--- src/rtl/pipe_pkg.sv ---
// Shared definitions for the inter-stage pipeline register: occupancy states,
// default payload/counter widths and the control-level NOP encoding.
package pipe_pkg;

  localparam int PIPE_DATA_W = 64;
  localparam int PIPE_CTRL_W = 8;
  localparam int PIPE_CNT_W  = 16;

  // A bubble is represented downstream by an all-zero control word.
  localparam logic [PIPE_CTRL_W-1:0] CTRL_NOP = '0;

  // State name equals the number of payloads currently held.
  typedef enum logic [1:0] {
    EMPTY = 2'd0,
    ONE   = 2'd1,
    TWO   = 2'd2
  } pipe_state_e;

endpackage

--- src/rtl/pipe_bubble_ctr.sv ---
// Saturating up-counter with enable; holds at all-ones instead of wrapping.
module pipe_bubble_ctr #(
  parameter int CNT_W = 16
) (
  input  logic             clk,
  input  logic             reset,
  input  logic             en,
  output logic [CNT_W-1:0] cnt
);

  logic [CNT_W-1:0] cnt_q;
  logic [CNT_W-1:0] cnt_d;

  always_comb begin
    cnt_d = cnt_q;
    if (en && (cnt_q != {CNT_W{1'b1}})) begin
      cnt_d = cnt_q + 1'b1;
    end
  end

  always_ff @(posedge clk) begin
    if (!reset) begin
      cnt_q <= '0;
    end else begin
      cnt_q <= cnt_d;
    end
  end

  assign cnt = cnt_q;

endmodule

--- src/rtl/pipe_stage_reg.sv ---
// Valid/ready pipeline stage register with flush and bubble counting.
// Define PIPE_SKID_EN for a 2-entry skid buffer with registered in_ready.
module pipe_stage_reg
  import pipe_pkg::*;
#(
  parameter int DATA_W = PIPE_DATA_W,
  parameter int CTRL_W = PIPE_CTRL_W,
  parameter int CNT_W  = PIPE_CNT_W
) (
  input  logic              clk,
  input  logic              reset,
  input  logic              in_valid,
  output logic              in_ready,
  input  logic [DATA_W-1:0] in_data,
  input  logic [CTRL_W-1:0] in_ctrl,
  output logic              out_valid,
  input  logic              out_ready,
  output logic [DATA_W-1:0] out_data,
  output logic [CTRL_W-1:0] out_ctrl,
  input  logic              flush,
  output logic [CNT_W-1:0]  bubble_cnt,
  output pipe_state_e       dbg_state
);

  // Handshake: a payload moves across a port on a rising edge where its
  // valid and ready are both high; valid never depends on ready.
  pipe_state_e       state_q, state_d;
  logic [DATA_W-1:0] out_data_q, out_data_d;
  logic [CTRL_W-1:0] out_ctrl_q, out_ctrl_d;
  logic              xfer_in, xfer_out;

`ifdef PIPE_SKID_EN
  logic [DATA_W-1:0] skid_data_q, skid_data_d;
  logic [CTRL_W-1:0] skid_ctrl_q, skid_ctrl_d;
  logic              in_ready_q, in_ready_d;
`endif

  assign out_valid = (state_q != EMPTY);
  assign xfer_in   = in_valid && in_ready;
  assign xfer_out  = out_valid && out_ready;

  always_comb begin
    state_d    = state_q;
    out_data_d = out_data_q;
    out_ctrl_d = out_ctrl_q;
`ifdef PIPE_SKID_EN
    skid_data_d = skid_data_q;
    skid_ctrl_d = skid_ctrl_q;
`endif
    if (flush) begin
      state_d = EMPTY;
    end else begin
      case (state_q)
        EMPTY: begin
          if (xfer_in) begin
            out_data_d = in_data;
            out_ctrl_d = in_ctrl;
            state_d    = ONE;
          end
        end
        ONE: begin
          if (xfer_in && xfer_out) begin
            out_data_d = in_data;
            out_ctrl_d = in_ctrl;
`ifdef PIPE_SKID_EN
          end else if (xfer_in) begin
            skid_data_d = in_data;
            skid_ctrl_d = in_ctrl;
            state_d     = TWO;
`endif
          end else if (xfer_out) begin
            state_d = EMPTY;
          end
        end
`ifdef PIPE_SKID_EN
        TWO: begin
          if (xfer_out) begin
            out_data_d = skid_data_q;
            out_ctrl_d = skid_ctrl_q;
            state_d    = ONE;
          end
        end
`endif
        default: state_d = EMPTY;
      endcase
    end
`ifdef PIPE_SKID_EN
    in_ready_d = (state_d != TWO);
`endif
  end

  always_ff @(posedge clk) begin
    if (!reset) begin
      state_q    <= EMPTY;
      out_data_q <= '0;
      out_ctrl_q <= '0;
`ifdef PIPE_SKID_EN
      skid_data_q <= '0;
      skid_ctrl_q <= '0;
      in_ready_q  <= 1'b1;
`endif
    end else begin
      state_q    <= state_d;
      out_data_q <= out_data_d;
      out_ctrl_q <= out_ctrl_d;
`ifdef PIPE_SKID_EN
      skid_data_q <= skid_data_d;
      skid_ctrl_q <= skid_ctrl_d;
      in_ready_q  <= in_ready_d;
`endif
    end
  end

`ifdef PIPE_SKID_EN
  assign in_ready = in_ready_q;
`else
  assign in_ready = !out_valid || out_ready;
`endif

  assign out_data  = out_data_q;
  assign out_ctrl  = out_valid ? out_ctrl_q : CTRL_W'(CTRL_NOP);
  assign dbg_state = state_q;

  pipe_bubble_ctr #(
    .CNT_W(CNT_W)
  ) u_bubble_ctr (
    .clk  (clk),
    .reset(reset),
    .en   (out_ready && !out_valid),
    .cnt  (bubble_cnt)
  );

endmodule

--- config.mk ---
export PLATFORM = sky130hd
export DESIGN_NAME = pipe_stage_reg
export DESIGN_NICKNAME = d
export VERILOG_FILES = /design/src/rtl/pipe_pkg.sv /design/src/rtl/pipe_bubble_ctr.sv /design/src/rtl/pipe_stage_reg.sv
export SDC_FILE = /design/constraint.sdc
export NUM_CORES = 1
export LEC_CHECK = 0
export ABC_AREA = 1
export CORE_MARGIN = 2
export CORE_UTILIZATION = 41
export DETAILED_ROUTE_END_ITERATION = 10
export MAX_ROUTING_LAYER = met4
export PLACE_DENSITY = 0.91
export SLEW_MARGIN = 20
export SYNTH_ARGS = -nofsm -noshare
export SYNTH_HDL_FRONTEND = slang
export SYNTH_SLANG_ARGS = --single-unit
--- constraint.sdc ---
create_clock -name clk -period 1.84 [get_ports clk]
set_input_delay 0.552 -clock clk [delete_from_list [all_inputs] [get_ports clk]]
set_output_delay 0.552 -clock clk [all_outputs]
set_load 0.1 [all_outputs]
==> run_results.csv <==
group,metric,value,unit
status,outcome,"completed",
finish,n_antenna_cell,0,
grt,antenna_found_initial,0,
setup_path,cp-end-kind,"output port",
synth,synth.distinct_cells,23,
finish,drive_gt1_share,24.2,%
placement,dp.cells,741,
timing,fin_skew,0.00926,ns
cts,clk_pin_slew_worst_paths,0.09,ns
finish,layout_common_cells,"185 x nor2_1, 95 x buf_12, 74 x clkdlybuf4s50_1, 72 x dfxtp_1, 64 x o21ai_0",
setup_path,cp-start-kind,"flip-flop",
synth,synthAdderAreaFrac,0.353,%
die,die_width,97.0,um
timing,timing.final.crit_share,95.4,%
cts,ctsLongestPathBuffers,2,
timing,setup_viol_count_final,0,
cts,clock-sinks,89,
synth,synth_ff_type,"dfxtp_1",
setup_path,worstPathArrival,1.20,ns
flow_run,drv_cap,0,
die,dieArea,9400,sq um
timing,fmax,570,MHz
synth,ys_warn_count,0,
synth,postSynthCellCount,487,
synth,yosysSeqAreaShare,50.3,%
drt,viasPerCell,5.04,
power,ir_worst_vdd,0.000555,V
timing,holdWs,0.491,ns
timing,drv_slew,0,
finish,regArea,1810,sq um
die,ioPinCount,169,
synth,synth-xor-area-share,0,%
power,p_total,5.40,mW
setup_path,crit_type,"flip-flop to output port",
placement,dp_hpwl,8.22,mm
finish,postLayoutCoreUtil,78.6,%
synth,syn-cell-area,3540,sq um
finish,nets,726,
timing,grt_setup_unrepaired,"false",
drt,drtAntennaViolNets,0,
setup_path,crit_required,1.29,ns
synth,synth_seq_cells,89,
placement,io_buffers,167,
timing,min_period,1.76,ns
synth,synth_mux_area_share,0,%
grt,grt_max_degree,90,
finish,multi_input_area,1540,sq um
cts,cts_tree,"done",
timing,setup_ws,0.0849,ns
synth,synthArstFlopShare,0,%
finish,area_delta_synth_final,84.2,%
drt,route.detailed.drc,0,
die,die-height,97.0,um
finish,final_common_cell,"nor2_1",
synth,synth_nets,565,
cts,clock_latency,0.33,ns
drt,routed_wl,10.9,mm
die,rows,33,
synth,synth_top_area_cell,"dfxtp_1",
drt,drt-initial-drc-count,183,
synth,synthSimpleGateAreaFrac,31.4,%
grt,grt_pass1_vias,3828,
hold_path,worst_hold_path_type,"flip-flop to flip-flop",
placement,pre_cts_ws,-0.143,ns
cts,cts_hold_buf,0,
cts,htree_levels,3,
placement,gp_congestion,0.967,
timing,hold_viol,0,
die,core,8300,sq um
cts,cts_buffers,9,
synth,synthTopCellsByArea,"dfxtp_1 50%, nor2_1 20%, o21ai_0 9.0%",
drt,vias,3813,
grt,grt_use_total,23.8,%
finish,final_cells,757,
grt,grt_pass1_wl,18.0,mm
setup_path,cp_max_fo,11,
grt,grt-ovfl-total,0,
die,initial_core_util,42.7,%
synth,synth_compound_area_share,11.6,%
power,power_density,827,nW/um^2
synth,synth_top_family_by_area,"simple AND/OR/NAND/NOR gates",
synth,post_synth.cell_area_avg,7.28,sq um
drt,dr.pass1.iters,5,
synth,synth_top_area_share,50.3,%
cts,cts-root-buf,"clkbuf_8",
synth,synth-edff-count,0,
power,leakage,2.56,nW
finish,nFillCells,516,
drt,routedWlPerCell,14.3,um
worst paths after layout:
| path | from | to | slack (ns) | cells after the start |
|---|---|---|---|---|
| worst min-delay path | out_ctrl_q[6]$_SDFFE_PN0P_ | out_ctrl_q[6]$_SDFFE_PN0P_ | 0.49 | 2 |
| worst max-delay path | dbg_state[0]$_SDFFE_PP0P_ | out_ctrl[3] | 0.08 | 3 |
| worst min register to register | out_ctrl_q[6]$_SDFFE_PN0P_ | out_ctrl_q[6]$_SDFFE_PN0P_ | 0.49 | 2 |
| worst max register to register | u_bubble_ctr.cnt[0]$_SDFFE_PN0P_ | u_bubble_ctr.cnt[3]$_SDFFE_PN0P_ | 0.35 | 9 |
cell type report:
type | count | area share, %
timing repair buffer | 177 | 41.4
sequential | 89 | 27.7
multi-input combinational | 349 | 23.6
tap | 105 | 2.01
clock buffer | 10 | 1.96
inverter | 22 | 1.76
clock inverter | 5 | 1.61
synth_stat cells (4+ instances only):
| master | count |
|---|---|
| dfxtp_1 | 89 |
| o21ai_1 | 10 |
| nand2_2 | 4 |
| nor2_4 | 7 |
| a21oi_1 | 8 |
| buf_2 | 10 |
| o21ai_0 | 64 |
| nand2_1 | 51 |
| clkbuf_1 | 13 |
| nand3_1 | 10 |
| nor2_1 | 185 |
| inv_1 | 19 |
state kept, by name (all words and copies together) (netlist names):
signal / count
out_data: 64
dbg_state: 1
u_bubble_ctr.cnt: 16
out_ctrl_q: 8
metal layers:
metal,track usage [%],vias to the layer above,wire length [um]
met5,-,-,0
met4,6.07,0,210
met3,5.49,25,739
met2,44.1,205,5860
met1,25.4,1733,4040
li1,-,1850,-
repair_timing:
action                     CTS  global route
pin swaps                    0             0
resized for setup            2             0
setup endpoints to repair    9             1
setup buffers                0             1
critical path, stage by stage, from the launching register on:
cell and delay, ns:
dfxtp_4 0.46, nand2_1 0.13, clkinvlp_4 0.11, buf_12 0.17
per-stage QoR:
stage	setup TNS, ns	area (sq um)
global route	0	6530
detailed placement	-7.24	6280
global placement	-1.12	6280
floorplan	0	3590
finish	0	6530
CTS	0	6520
report_power, final:
group	leakage, nW	switching (mW)	internal (mW)
sequential	0.740	0.120	2.04
clock	0.109	0.667	0.896
combinational	1.71	1.04	0.639
total	2.56	1.82	3.57
kinds of logic (layout without fill, tap and decap cells):
logic type,count (synthesis),count (layout)
AND/OR/NAND/NOR,265,265
AO/OA/AOI/OAI,82,82
flip-flops,89,89
buffers and inverters,49,214
other,1,1
adder cells (fa/ha/maj),1,1
No activity file was read; power rests on OpenSTA's default activity.
